<file path="config.mk">
export PLATFORM = sky130hd
export DESIGN_NAME = spd_read_sequencer
export DESIGN_NICKNAME = d
export VERILOG_FILES = /design/src/rtl/spd_pkg.sv /design/src/rtl/spd_timeout_ctr.sv /design/src/rtl/spd_read_sequencer.sv
export SDC_FILE = /design/constraint.sdc
export NUM_CORES = 1
export LEC_CHECK = 0
export BUFFER_PORTS_ARGS = -buffer_cell sky130_fd_sc_hd__buf_4
export CORE_MARGIN = 2
export CORE_UTILIZATION = 25
export DETAILED_ROUTE_END_ITERATION = 8
export PLACE_DENSITY = 0.49
export SYNTH_ARGS = -nofsm -noshare
export SYNTH_HDL_FRONTEND = slang
export SYNTH_HIERARCHICAL = 1
export SYNTH_SLANG_ARGS = --single-unit
export TNS_END_PERCENT = 30
</file>
<file path="constraint.sdc">
create_clock -name i_clk -period 2.17 [get_ports i_clk]
set_clock_uncertainty 0.2 [all_clocks]
set_input_delay 0.434 -clock i_clk [delete_from_list [all_inputs] [get_ports i_clk]]
set_output_delay 0.434 -clock i_clk [all_outputs]
set_load 0.005 [all_outputs]
</file>
<file path="src/rtl/spd_pkg.sv">
// Shared state encoding and SPD byte list for the SPD read sequencer.
package spd_pkg;

  typedef enum logic [2:0] {
    IDLE,
    SCAN_REQ,
    SCAN_WAIT,
    READ_REQ,
    READ_WAIT,
    DONE,
    ERROR
  } spd_state_t;

  localparam int SPD_LIST_LEN = 9;
  localparam int MAX_RETRIES  = 3;

  // Entry 0 is the rightmost element: bytes 2,3,4,5,7,8,10,11,12.
  localparam logic [SPD_LIST_LEN-1:0][7:0] SPD_BYTE_LIST = {
    8'd12, 8'd11, 8'd10, 8'd8, 8'd7, 8'd5, 8'd4, 8'd3, 8'd2
  };

  function automatic logic [7:0] spd_byte_at(input logic [3:0] idx);
    if (idx < 4'(SPD_LIST_LEN)) return SPD_BYTE_LIST[idx];
    return 8'h00;
  endfunction

endpackage

</file>
<file path="src/rtl/spd_timeout_ctr.sv">
// Per-transaction wait counter; expired is high once TIMEOUT_CYCLES-1 cycles have elapsed.
module spd_timeout_ctr #(
  parameter int TIMEOUT_CYCLES = 200000
) (
  input  logic i_clk,
  input  logic i_rst,
  input  logic clear,
  input  logic enable,
  output logic expired
);

  localparam int CW = (TIMEOUT_CYCLES > 1) ? $clog2(TIMEOUT_CYCLES) : 1;
  localparam logic [CW-1:0] LAST = CW'(TIMEOUT_CYCLES - 1);

  logic [CW-1:0] cnt;

  always_ff @(posedge i_clk) begin
    if (i_rst || clear) begin
      cnt <= '0;
    end else if (enable && !expired) begin
      cnt <= cnt + CW'(1);
    end
  end

  assign expired = (cnt == LAST);

endmodule

</file>
<file path="src/rtl/spd_read_sequencer.sv">
// Scans I2C addresses for an SPD EEPROM, then reads the fixed SPD byte list from it.
// Build option: define SPD_SEQ_RETRY_EN to retry NACKed byte reads up to MAX_RETRIES times.
//
// state     | meaning
// IDLE      | waiting for i_start
// SCAN_REQ  | issue probe read of register 0 at probe address
// SCAN_WAIT | wait for probe transaction to finish
// READ_REQ  | issue read of current SPD list entry
// READ_WAIT | wait for byte read to finish
// DONE      | all list bytes reported
// ERROR     | no device, NACK or timeout
module spd_read_sequencer
  import spd_pkg::*;
#(
  parameter logic [6:0] SCAN_FIRST     = 7'h50,
  parameter logic [6:0] SCAN_LAST      = 7'h57,
  parameter int         TIMEOUT_CYCLES = 200000
) (
  input  logic       i_clk,
  input  logic       i_rst,
  input  logic       i_start,
  output logic       o_enable,
  output logic       o_read_write,
  output logic [7:0] o_register_address,
  output logic [6:0] o_device_address,
  input  logic [7:0] i_miso_data,
  input  logic       i_busy,
  input  logic       i_slave_nack,
  output logic [6:0] o_spd_address,
  output logic       o_byte_valid,
  output logic [7:0] o_byte_index,
  output logic [7:0] o_byte_data,
  output logic       o_done,
  output logic       o_error
);

  localparam logic [3:0] LAST_IDX = 4'(SPD_LIST_LEN - 1);

  spd_state_t state;
  logic [6:0] probe_addr;
  logic [3:0] list_idx;
  logic       busy_seen;
  logic       wait_cmplt;
  logic       tmo_clear;
  logic       tmo_en;
  logic       tmo_expired;

`ifdef SPD_SEQ_RETRY_EN
  localparam logic [1:0] RETRY_LIMIT = 2'(MAX_RETRIES);
  logic [1:0] retry_cnt;
`endif

  // A wait only completes on a busy high-then-low sequence seen after entry.
  assign wait_cmplt = busy_seen && !i_busy;
  assign tmo_clear  = ((state == SCAN_REQ) || (state == READ_REQ)) && !i_busy;
  assign tmo_en     = (state == SCAN_WAIT) || (state == READ_WAIT);

  spd_timeout_ctr #(
    .TIMEOUT_CYCLES(TIMEOUT_CYCLES)
  ) u_timeout_ctr (
    .i_clk  (i_clk),
    .i_rst  (i_rst),
    .clear  (tmo_clear),
    .enable (tmo_en),
    .expired(tmo_expired)
  );

  always_ff @(posedge i_clk) begin
    if (i_rst) begin
      state              <= IDLE;
      probe_addr         <= 7'h00;
      list_idx           <= 4'd0;
      busy_seen          <= 1'b0;
      o_enable           <= 1'b0;
      o_read_write       <= 1'b0;
      o_register_address <= 8'h00;
      o_device_address   <= 7'h00;
      o_spd_address      <= 7'h00;
      o_byte_valid       <= 1'b0;
      o_byte_index       <= 8'h00;
      o_byte_data        <= 8'h00;
      o_done             <= 1'b0;
      o_error            <= 1'b0;
`ifdef SPD_SEQ_RETRY_EN
      retry_cnt          <= 2'd0;
`endif
    end else begin
      o_enable     <= 1'b0;
      o_byte_valid <= 1'b0;
      case (state)
        IDLE, DONE, ERROR: begin
          if (i_start) begin
            probe_addr <= SCAN_FIRST;
            o_done     <= 1'b0;
            o_error    <= 1'b0;
            state      <= SCAN_REQ;
          end
        end
        SCAN_REQ: begin
          o_read_write       <= 1'b1;
          o_register_address <= 8'h00;
          o_device_address   <= probe_addr;
          if (!i_busy) begin
            o_enable  <= 1'b1;
            busy_seen <= 1'b0;
            state     <= SCAN_WAIT;
          end
        end
        SCAN_WAIT: begin
          if (i_busy) busy_seen <= 1'b1;
          if (wait_cmplt) begin
            if (!i_slave_nack) begin
              o_spd_address <= probe_addr;
              list_idx      <= 4'd0;
`ifdef SPD_SEQ_RETRY_EN
              retry_cnt     <= 2'd0;
`endif
              state         <= READ_REQ;
            end else if (probe_addr < SCAN_LAST) begin
              probe_addr <= probe_addr + 7'd1;
              state      <= SCAN_REQ;
            end else begin
              o_error <= 1'b1;
              o_done  <= 1'b0;
              state   <= ERROR;
            end
          end else if (tmo_expired) begin
            o_error <= 1'b1;
            o_done  <= 1'b0;
            state   <= ERROR;
          end
        end
        READ_REQ: begin
          o_read_write       <= 1'b1;
          o_register_address <= spd_byte_at(list_idx);
          o_device_address   <= o_spd_address;
          if (!i_busy) begin
            o_enable  <= 1'b1;
            busy_seen <= 1'b0;
            state     <= READ_WAIT;
          end
        end
        READ_WAIT: begin
          if (i_busy) busy_seen <= 1'b1;
          if (wait_cmplt) begin
            if (i_slave_nack) begin
`ifdef SPD_SEQ_RETRY_EN
              if (retry_cnt < RETRY_LIMIT) begin
                retry_cnt <= retry_cnt + 2'd1;
                state     <= READ_REQ;
              end else begin
                o_error <= 1'b1;
                o_done  <= 1'b0;
                state   <= ERROR;
              end
`else
              o_error <= 1'b1;
              o_done  <= 1'b0;
              state   <= ERROR;
`endif
            end else begin
              o_byte_valid <= 1'b1;
              o_byte_data  <= i_miso_data;
              o_byte_index <= spd_byte_at(list_idx);
              list_idx     <= list_idx + 4'd1;
`ifdef SPD_SEQ_RETRY_EN
              retry_cnt    <= 2'd0;
`endif
              if (list_idx == LAST_IDX) begin
                o_done <= 1'b1;
                state  <= DONE;
              end else begin
                state <= READ_REQ;
              end
            end
          end else if (tmo_expired) begin
            o_error <= 1'b1;
            o_done  <= 1'b0;
            state   <= ERROR;
          end
        end
        default: state <= IDLE;
      endcase
    end
  end

endmodule

</file>
# After elaboration in Yosys (flattened, before gate mapping)
# Memory sizes are Yosys's and may differ from the RTL's. A register that Yosys moved wholly into a read port is not among the register bits.
# Index checks and enable logic that the tools add are counted.
[word_totals] n_memories=1 output_inout_bits=43 input_bits=13 regBits=76 rom_bits=128
[mem_list] name="(name not given)" depth=16 word_bits=8 read_ports=1 rd_clocked_by_memory_dff=1 wr=0 line_no="spd_pkg.sv:23" text="if (idx < 4'(SPD_LIST_LEN)) return SPD_BYTE_LIST[idx];"
[op_classes] n_eq_ne=23 n_bitwise=4 n_addsub=3 order_cmp=3 reduce_logical=27 muxes=57
[ops] operator="8-bit 2-to-1 mux" n=4
[ops] operator="3-bit 2-to-1 mux" n=10
[ops] operator="7-bit 2-to-1 mux" n=4
[ops] operator="7-bit case mux with 2 select lines" n=2
[ops] operator="1-bit 2-to-1 mux" n=25
[ops] operator="4-bit 2-to-1 mux" n=6
[ops] operator="5-bit AND reduction" n=4
[ops] operator="18-bit by 1-bit adder with 18-bit output, second input constant" n=1
[ops] operator="18-bit equality test, second input constant" n=1
[ops] operator="2-bit != test, second input constant" n=9
[ops] operator="8-bit case mux with 2 select lines" n=1
[ops] operator="3-bit case mux with 5 select lines" n=1
[ops] operator="3-bit AND reduction" n=4
[ops] operator="3-bit equality test, second input constant" n=3
[ops] operator="3-bit != test, second input constant" n=3
[ops] operator="4-bit case mux with 2 select lines" n=1
[ops] operator="2-bit nonzero test" n=4
[ops] operator="7-bit by 1-bit adder with 7-bit output, second input constant" n=1
[ops] operator="7-bit < comparator, second input constant" n=1
[ops] operator="3-bit by 2-bit equality test with 1-bit output, second input constant" n=2
[ops] operator="1-bit case mux with 3 select lines" n=2
[ops] operator="2-bit OR reduction" n=3
[ops] operator="3-bit OR reduction" n=2
[ops] operator="4-bit by 5-bit < comparator with 1-bit output, second input constant" n=1
[ops] operator="13 further kinds" n=22

# Depth between registers and ports, before layout
# Gate-level depths: netlist (run 1).
[depth] word_depth=7 ltp_mapped=11

# Cells and area by module
# The synthesis (run 1) kept the hierarchy.
[modules_own_cells] mod="spd_read_sequencer" area_each_um2=2911.5 instances=1 seq_area_each_um2=1081.0 cells_each=340
[modules_own_cells] mod="spd_timeout_ctr" area_each_um2=975.9 instances=1 seq_area_each_um2=360.3 cells_each=119

# Worst setup path after synthesis (run 1)
# OpenSTA, ideal clock, no wires.
[synth_path] path_kind="in2reg" from="input i_busy" to="register (tool-made name)" required_time_ps=1850 t_arrival_ps=2045 setup_slack_ps=-194 setup_ps=120 cell_stages=9 cell_sequence="or3b_4 > nor3_1 > a21oi_1 > or2_1 > ha_1 > nor2b_1 > o2111ai_1 > o21ai_0 > a211o_1"
[synth_rtl] element="start: declaration" line_no="spd_read_sequencer.sv:27" text="input logic i_busy,"

==> summary.md, run 1 <==
| Metric | Value |
|---|---|
| CP required | `2.19 ns` |
| DR iter-0 viols | `211` |
| Status | `finished with violations` |
| Share of cells above drive strength 1 | `31.4%` |
| Simple logic cell fraction of the synthesized area | `26.8%` |
| Worst-margin pin slew | `0.605 ns` |
| Synth Area per Inst | `8.47 um^2` |
| Setup_tns | `-0.0236 ns` |
| Cell count after synthesis | `459` |
| Crit Path Max Fanout | `7` |
| CP arrival | `2.22 ns` |
| Register area | `0.00146 mm^2` |
| Max_slew headroom | `59.4%` |
| Worst-path clk slew | `0.06 ns` |
| Detail Route Antenna Nets | `0` |
| Antenna Cells | `0` |
| Post-synth cell types | `76` |
| Max-cap viol count | `0` |
| Die footprint | `0.0166 mm^2` |
| Ys flop type | `dfxtp_1` |
| Seq/Total Area, Yosys | `37.1%` |
| Root Buffer | `clkbuf_16` |
| CTS tree | `done` |
| Worst hold path depth | `2` |
| FMAX | `456 MHz` |
| Dpl hpwl | `7.66 mm` |
| Reg2reg path depth | `10` |
| Clk_lat worst skew | `0.34 ns` |
| CP Launch Type | `flop` |
| Post-layout util | `34.1%` |
| Slowest CP cell | `dfxtp_4` |
| CTS sink count | `72` |
| Yosys warns | `6` |
| Compound-gate portion of the synthesized area | `20.9%` |
| DR WL/cell | `14.0 um` |
| Peak VDD IR | `0.000382 V` |
| Placeable Area | `0.0152 mm^2` |
| Routability congestion estimate | `0.850` |
| Post-route minimum period | `2.19 ns` |
| Clock buffer depth | `2` |
| Hold crit path type | `in2reg` |
| Power, Total | `3.43 mW` |
| Failing checks | `negative setup slack` |
| Multi-input logic area | `0.00228 mm^2` |
| Mux contribution to synthesized area | `2.61%` |
| # H-tree levels | `3` |
| Commonest non-fill, non-tap cell in the layout | `buf_4` |
| Post-Route WL | `10.4 mm` |
| Io pins | `56` |
| RSZ-0062 raised after global routing | `yes` |
| R2r setup slk | `-0.02 ns` |
| Area share of fa/ha/maj cells after synthesis | `2.51%` |
| Initial antenna violation count | `0` |
| Delay-heaviest family, CP | `compound AO/OA/AOI/OAI gates` |
| Largest net degree at the start of global routing | `35` |
| EDFF count, synth | `0` |
| Sum of buffers and inverters on the critical path | `2` |
| P&R area growth vs syn | `33.2%` |
| Crit path cell chain | `nor3b_4 > buf_4 > o21a_1 > o32ai_2 > inv_2 > ha_4 > nor2b_1 > o2111ai_1 > o21ai_1 > a211o_1` |
| Final setup viols | `1` |
| Final Hold Viols | `0` |
| Die X | `129 um` |
| GR Overflow Total | `0` |
| Initial Util | `25.6%` |
| Vias in the first global route | `3540` |
| # rows | `45` |
| CP Capture Type | `flop` |
| Num CTS Buffers | `9` |
| Via Count | `3623` |
| Vias/cell | `4.86` |
| Number of remaining DRC errors | `0` |
| R2R Path Start | `state[2]$_SDFFE_PP0P_` |
| Leakage dissipation | `1.90 nW` |
| Largest family of logic cells by synthesized area | `simple AND/OR/NAND/NOR gates` |
| Total GRT Usage | `12.8%` |
| Final Cycle Share | `101%` |
| Global-route wire length before repair | `17.2 mm` |
| Post-Place Worst Slack | `-0.216 ns` |
| Most frequent cells in the layout | `buf_4 (111), dfxtp_1 (67), nand2_1 (55), a21oi_1 (41), nor2_1 (34)` |
| Hold Startpoint | `i_busy` |
| Seq cells post-synth | `72` |
| Worst path max stage delay | `0.37 ns` |
| Pre-antenna DRT Iters | `5` |
| Post-Syn Area | `0.00389 mm^2` |
| Count of final max-slew check failures | `0` |
| Fillers | `1593` |
| Worst Hold End | `o_enable$_SDFF_PP0_` |
| IO buf count | `47` |
| Die Height | `129 um` |
| Final nets | `572` |
| Critical path class | `reg2reg` |
| Xor-xnor portion of the synthesized cell area | `2.48%` |
| Synth async-reset ratio | `0%` |
| Slack of the critical path | `-0.0236 ns` |
| Pwr/cell area | `662 mW/mm^2` |
==> layer usage <==
| layer | vias up | share of wire, % | track usage [%] |
|---|---|---|---|
| met5 | - | 0 | 0 |
| met3 | 15 | 2.4 | 2.20 |
| met1 | 1729 | 48 | 16.3 |
| li1 | 1824 | - | - |
| met2 | 55 | 47 | 21.1 |
| met4 | 0 | 2.1 | 6.14 |
==> worst reg2reg max path: stages, from the launching register on <==
cell       delay (ns)
dfxtp_4          0.37
nor3b_4          0.16
buf_4            0.13
o21a_1           0.19
o32ai_2          0.27
inv_2            0.10
ha_4             0.17
nor2b_1          0.12
o2111ai_1        0.06
o21ai_1          0.09
a211o_1          0.22
==> synthesized netlist by cell type, types with 3 or more instances <==
cell       instances  area [um^2]
a211oi_1          15          113
a21oi_1           45          225
and3_1             5         31.3
buf_2              9         45.0
buf_4             15          113
buf_6              6         67.6
clkbuf_1           5         18.8
dfxtp_1           72         1440
ha_1               7         87.6
inv_1             11         41.3
mux2i_1            9         90.1
nand2_1           55          206
nand2b_1           8         50.1
nand3_1           21          105
nand4_1           11         68.8
nor2_1            36          135
nor2b_1            8         50.1
nor3_1             9         45.0
nor3b_2            4         50.1
nor4_1             5         31.3
o2111ai_1          4         35.0
o211ai_1           4         30.0
o21a_1             3         22.5
o21ai_0           11         55.1
o21bai_1           4         30.0
o31ai_1            4         30.0
or4_1              4         30.0
xnor2_1            6         52.6
xor2_1             5         43.8
==> stage by stage <==
stage	instances	area, um^2	hold slack, ns
after CTS	740	5080	0.0988
after global placement	718	4660	0.245
after detailed placement	718	4660	0.246
after floorplan	466	3930	0.248
after global routing	745	5180	0.102
final	745	5180	0.101
==> sequential cells by signal, summed over array words and instances, names as in the netlist, 3 cells and up, named ones only <==
| signal | cells |
|---|---|
| o_byte_data | 8 |
| o_register_address | 4 |
| o_device_address | 7 |
| o_spd_address | 7 |
| probe_addr | 7 |
| state | 3 |
| u_timeout_ctr/cnt | 18 |
| o_byte_index | 4 |
| list_idx | 4 |
==> cell families (layout without fill, tap and decap cells) <==
group | Yosys count | in the layout
fa+ha+maj | 8 | 8
xor+xnor | 11 | 11
flops | 72 | 72
other cells | 1 | 8
simple gates | 193 | 193
buf+inv | 48 | 139
mux | 10 | 10
compound gates | 116 | 116
==> cell type report <==
type / count / area share, %
sequential: 72 / 28.1
multi-input combinational: 346 / 44.0
inverter: 12 / 0.870
timing repair buffer: 111 / 16.1
clock buffer: 10 / 4.61
clock inverter: 6 / 1.74
tap: 188 / 4.54
==> worst max-delay path by stage <==
stage                               start                                 end  slack, ns  cells after the start
finish              state[2]$_SDFFE_PP0P_                                flop      -0.02                     10
global placement    state[1]$_SDFFE_PP0P_  u_timeout_ctr/cnt[15]$_SDFFE_PP0P_      -0.22                      8
CTS                 state[2]$_SDFFE_PP0P_                                flop      -0.07                     10
global route        state[0]$_SDFFE_PP0P_                                flop      -0.11                      9
floorplan           state[0]$_SDFFE_PP0P_                                flop      -0.09                     10
detailed placement           i_slave_nack                                flop      -0.22                      9
==> power by group <==
group / internal [mW] / switching [mW] / leakage [nW]
sequential: 1.36 / 0.0299 / 0.585
clock: 1.04 / 0.613 / 0.159
combinational: 0.169 / 0.214 / 1.16
total: 2.57 / 0.857 / 1.90
==> timing repair <==
action	4_1_cts	5_1_grt
pin swaps	8	12
hold buffers	0	0
buffers inserted	6	5
setup endpoints to repair	17	16
resized for setup	15	16
No activity file was read; power rests on OpenSTA's default activity.
==> inputs of run 2 (changes only) <==
Settings changed: GPL_TIMING_DRIVEN set to 0.
==> summary.md, run 2 (synthesis gave the netlist of run 1 again) <==
| Metric | Value |
|---|---|
| Pwr/cell area | `625 mW/mm^2` |
| Share of cells above drive strength 1 | `32.7%` |
| Die X | `129 um` |
| Pre-antenna DRT Iters | `4` |
| Io pins | `56` |
| Clock buffer depth | `2` |
| FMAX | `430 MHz` |
| DR WL/cell | `14.5 um` |
| Slowest CP cell | `or3b_4` |
| Final nets | `565` |
| P&R area growth vs syn | `33.5%` |
| Most frequent cells in the layout | `buf_4 (81), dfxtp_1 (61), nand2_1 (53), a21oi_1 (44), nor2_1 (33)` |
| Worst-margin pin slew | `0.567 ns` |
| CP arrival | `2.35 ns` |
| # rows | `45` |
| Final Instance Area | `0.00519 mm^2` |
| Post-route minimum period | `2.32 ns` |
| Sum of buffers and inverters on the critical path | `1` |
| Failing checks | `negative setup slack` |
| CP Launch Type | `flop` |
| Largest net degree at the start of global routing | `15` |
| Worst path max stage delay | `0.40 ns` |
| Largest reg by FF count | `u_timeout_ctr/cnt` |
| Non-Filler Instances | `738` |
| CP Capture Type | `flop` |
| Metal-1 WL | `4.98 mm` |
| IO buf count | `46` |
| CTS sink count | `72` |
| Antenna Cells | `0` |
| # hold bufs at CTS | `0` |
| Delay-heaviest family, CP | `simple AND/OR/NAND/NOR gates` |
| WL met3 | `349 um` |
| Critical path class | `reg2reg` |
| Max-cap viol count | `0` |
| Routability congestion estimate | `0.817` |
| Post-Place Worst Slack | `-0.547 ns` |
| Peak VDD IR | `0.000369 V` |
| Crit Path Max Fanout | `3` |
| Total GRT Usage | `13.5%` |
| Clk_lat worst skew | `0.35 ns` |
| Worst hold path depth | `3` |
| R2r setup slk | `-0.15 ns` |
| Root Buffer | `clkbuf_16` |
| Max_slew headroom | `62.2%` |
| Dpl hpwl | `7.49 mm` |
| Placeable Area | `0.0152 mm^2` |
| Global-route wire length before repair | `17.8 mm` |
| Reg2reg path depth | `10` |
| Status | `finished with violations` |
| Largest regs | `u_timeout_ctr/cnt (18), o_byte_data (8)` |
| Post-Route WL | `10.7 mm` |
| Area post-placement | `0.00451 mm^2` |
| Commonest non-fill, non-tap cell in the layout | `buf_4` |
| Die Height | `129 um` |
| Slack of the critical path | `-0.155 ns` |
| Vias in the first global route | `3518` |
| Worst-path clk slew | `0.07 ns` |
| Final Hold Viols | `0` |
| CP required | `2.20 ns` |
| Hold Startpoint | `i_miso_data[1]` |
| Max layer used | `met4` |
| Number of remaining DRC errors | `0` |
| DP Cell Count | `700` |
| Crit path cell chain | `buf_6 > or3b_4 > nor3_4 > a21oi_2 > or2_1 > ha_4 > nor2b_4 > o2111ai_2 > o21ai_1 > a211o_1` |
| R2R Path Start | `state[0]$_SDFFE_PP0P_` |
| Initial antenna violation count | `0` |
| Final Cycle Share | `107%` |
| Via Count | `3605` |
| Vias/cell | `4.88` |
| DR iter-0 viols | `204` |
| Initial Util | `25.6%` |
| RSZ-0062 raised after global routing | `yes` |
| Fillers | `1575` |
| CTS tree | `done` |
| Hold crit path type | `in2reg` |
| # H-tree levels | `3` |
| Num CTS Buffers | `9` |
| CP startpoint | `state[0]$_SDFFE_PP0P_` |
| Worst Hold End | `o_byte_data[1]$_SDFFE_PP0P_` |
| Final setup viols | `6` |
| Die footprint | `0.0166 mm^2` |
| Count of final max-slew check failures | `0` |
| GR Overflow Total | `0` |
| Leakage dissipation | `1.90 nW` |
| WL met2 | `5.14 mm` |
| Largest register FFs | `18` |
| Detail Route Antenna Nets | `0` |
==> run 2: cell types whose count changed in the layout (fill, tap and decap cells not counted), sizes merged <==
cell	before	now
inv	14	15
buf	111	98
clkbuf	10	16
bufinv	2	0
clkinvlp	1	2
==> run 2: worst max path at each step <==
| stage | slack, ns | end | cells after the start |
|---|---|---|---|
| after global routing | -0.22 | flop | 11 |
| after floorplan | -0.09 | flop | 10 |
| final | -0.15 | flop | 10 |
| after detailed placement | -0.55 | flop | 10 |
| after CTS | -0.17 | flop | 10 |
| after global placement | -0.55 | flop | 10 |
==> run 2: final cells by class <==
cell class	instances	area (um^2)	area share (%)
buffer	35	263	5.06
clock buffer	10	239	4.60
clock inverter	6	50.0	0.964
inverter	12	45.0	0.868
multi-input combinational	346	2370	45.7
sequential	72	1470	28.3
tap	188	235	4.53
timing repair buffer	69	518	9.98
==> run 2: worst min-delay path, delay by kind of cell <==
kind	cells	cell delay, ns
buf+inv	1	0.11
simple gates	1	0.05
compound gates	1	0.05
==> run 2: stage by stage <==
| stage | total power, mW | setup TNS (ns) | hold WS [ns] | util (%) |
|---|---|---|---|---|
| after floorplan | 1.66 | -0.286 | 0.248 | - |
| after global placement | 1.78 | -5.08 | 0.245 | 29.6 |
| after detailed placement | 1.79 | -5.31 | 0.251 | 29.6 |
| after CTS | 3.26 | -0.345 | 0.125 | 33.4 |
| after global routing | 3.38 | -1.02 | 0.141 | 34.1 |
| final | 3.24 | -0.319 | 0.138 | 34.1 |
==> run 2: power breakdown <==
part | switching (mW) | internal (mW) | leakage [nW]
Combinational | 0.226 | 0.184 | 1.18
Clock | 0.624 | 0.819 | 0.136
Sequential | 0.0315 | 1.36 | 0.589
==> run 2: what timing repair did <==
action	in CTS	in global routing
pin swaps	11	7
endpoints found under the setup margin	23	19
gates resized for setup	38	25
setup buffers	20	3
==> run 2: routing by layer <==
metal,GRT usage (%),up-vias
li1,-,1810
met1,17.1,1717
met2,22.5,60
met3,2.91,18
met4,5.50,0
met5,0,-
==> inputs of run 3 (changes only) <==
Settings changed: PLACE_DENSITY 0.49 to 0.46.
==> summary.md, run 3 (synthesis gave the netlist of run 1 again) <==
| Metric | Value |
|---|---|
| Largest reg by FF count | `u_timeout_ctr/cnt` |
| Dpl hpwl | `7.64 mm` |
| Most frequent cells in the layout | `buf_4 (84), dfxtp_1 (67), nand2_1 (53), a21oi_1 (42), nor2_1 (35)` |
| # hold bufs at CTS | `0` |
| Sum of buffers and inverters on the critical path | `1` |
| RSZ-0062 raised after global routing | `yes` |
| Die Height | `129 um` |
| Pwr/cell area | `642 mW/mm^2` |
| Largest register FFs | `18` |
| Status | `finished with violations` |
| CP arrival | `2.35 ns` |
| Final Hold Viols | `0` |
| Fillers | `1557` |
| P&R area growth vs syn | `35.0%` |
| Post-Place Worst Slack | `-0.625 ns` |
| Via Count | `3720` |
| Largest regs | `u_timeout_ctr/cnt (18), o_byte_data (8)` |
| Setup_tns | `-0.423 ns` |
| Io pins | `56` |
| Initial antenna violation count | `0` |
| Routability congestion estimate | `0.833` |
| Share of cells above drive strength 1 | `32.0%` |
| Max_slew headroom | `57.1%` |
| Worst-path clk slew | `0.07 ns` |
| Vias in the first global route | `3579` |
| Clk_lat worst skew | `0.35 ns` |
| Die X | `129 um` |
| Total GRT Usage | `13.8%` |
| DR iter-0 viols | `208` |
| Failing checks | `negative setup slack` |
| Clock buffer depth | `2` |
| Slowest CP cell | `or3b_4` |
| Post-Route WL | `11.2 mm` |
| Worst Hold End | `o_byte_data[1]$_SDFFE_PP0P_` |
| # H-tree levels | `3` |
| Vias/cell | `5.00` |
| Final setup viols | `7` |
| Slack of the critical path | `-0.150 ns` |
| Reg2reg path depth | `10` |
| Worst-margin pin slew | `0.644 ns` |
| Crit path cell chain | `buf_8 > or3b_4 > nor3_4 > a21oi_2 > or2_1 > ha_4 > nor2b_1 > o2111ai_1 > o21ai_1 > a211o_1` |
| DR WL/cell | `15.1 um` |
| Hold crit path type | `in2reg` |
| R2R Path Start | `state[0]$_SDFFE_PP0P_` |
| Final Cycle Share | `107%` |
| Initial Util | `25.6%` |
| Post-route minimum period | `2.32 ns` |
| Global-route wire length before repair | `18.1 mm` |
| Detail Route Antenna Nets | `0` |
| Peak VDD IR | `0.000414 V` |
| IO buf count | `46` |
| CP required | `2.20 ns` |
| Max-cap viol count | `0` |
| FMAX | `431 MHz` |
| CP startpoint | `state[0]$_SDFFE_PP0P_` |
| CTS tree | `done` |
| # rows | `45` |
| Largest net degree at the start of global routing | `14` |
| Crit Path Max Fanout | `3` |
| R2r setup slk | `-0.15 ns` |
| Pre-antenna DRT Iters | `5` |
| Num CTS Buffers | `9` |
| Antenna Cells | `0` |
| Die footprint | `0.0166 mm^2` |
| Critical path class | `reg2reg` |
| Commonest non-fill, non-tap cell in the layout | `buf_4` |
| Hold Startpoint | `i_miso_data[1]` |
| Worst hold path depth | `3` |
| Leakage dissipation | `1.92 nW` |
| Count of final max-slew check failures | `0` |
| Delay-heaviest family, CP | `simple AND/OR/NAND/NOR gates` |
| CTS sink count | `72` |
| Placeable Area | `0.0152 mm^2` |
| Final nets | `571` |
| Worst path max stage delay | `0.41 ns` |
| CP Launch Type | `flop` |
| GR Overflow Total | `0` |
| Root Buffer | `clkbuf_16` |
| CP Capture Type | `flop` |
| Number of remaining DRC errors | `0` |
[run 3: layer usage]
| layer | vias to the layer above | GRT usage, % | wire, um |
|---|---|---|---|
| met1 | 1795 | 17.5 | 5200 |
| li1 | 1828 | - | - |
| met3 | 15 | 2.12 | 404 |
| met2 | 82 | 23.1 | 5390 |
| met5 | - | 0 | 0 |
| met4 | 0 | 6.39 | 243 |
[run 3: where the power goes]
part	internal, mW	leakage [nW]	total, mW	switching, mW
clock	0.925	0.145	1.54	0.614
sequential	1.36	0.585	1.39	0.0267
combinational	0.210	1.19	0.445	0.235
total	2.49	1.92	3.37	0.876
[run 3: stage by stage]
| step | cells | util (%) | hold slack [ns] | area, um^2 | power (mW) |
|---|---|---|---|---|---|
| floorplan | 466 | - | 0.248 | 3930 | 1.66 |
| global placement | 700 | 29.6 | 0.244 | 4510 | 1.79 |
| detailed placement | 700 | 29.6 | 0.249 | 4510 | 1.79 |
| CTS | 738 | 33.6 | 0.132 | 5110 | 3.39 |
| global route | 744 | 34.5 | 0.142 | 5250 | 3.51 |
| finish | 744 | 34.5 | 0.138 | 5250 | 3.37 |
[run 3: worst max path at each step]
| stage | endpoint | slack [ns] | cells past startpoint |
|---|---|---|---|
| 6_report | flop | -0.15 | 10 |
| 5_1_grt | flop | -0.24 | 10 |
| 4_1_cts | flop | -0.14 | 10 |
| 3_5_place_dp | flop | -0.62 | 10 |
| 3_3_place_gp | flop | -0.56 | 10 |
| 2_1_floorplan | flop | -0.09 | 10 |
[run 3: final cells by class]
cell class / count / area (um^2) / area share [%]
multi-input cells: 346 / 2350 / 44.9
flip-flops and latches: 72 / 1460 / 27.7
repair buffers: 75 / 583 / 11.1
plain buffers: 35 / 268 / 5.10
clock buffers: 10 / 239 / 4.55
well taps: 188 / 235 / 4.48
clock inverters: 6 / 67.6 / 1.29
inverters: 12 / 45.0 / 0.858
[run 3: timing repair]
action | 4_1_cts | 5_1_grt
endpoints found under the setup margin | 23 | 15
resized for setup | 31 | 21
pin swaps | 11 | 12
buffers inserted | 23 | 6
[run 3: worst reg2reg max path, delay by kind of cell, from the launching register on]
kind / cells / cell delay, ns
DFF: 1 / 0.35
buffers and inverters: 1 / 0.12
adders and majority gates: 1 / 0.18
AOI/OAI and AO/OA: 4 / 0.45
and+or+nand+nor: 4 / 0.91
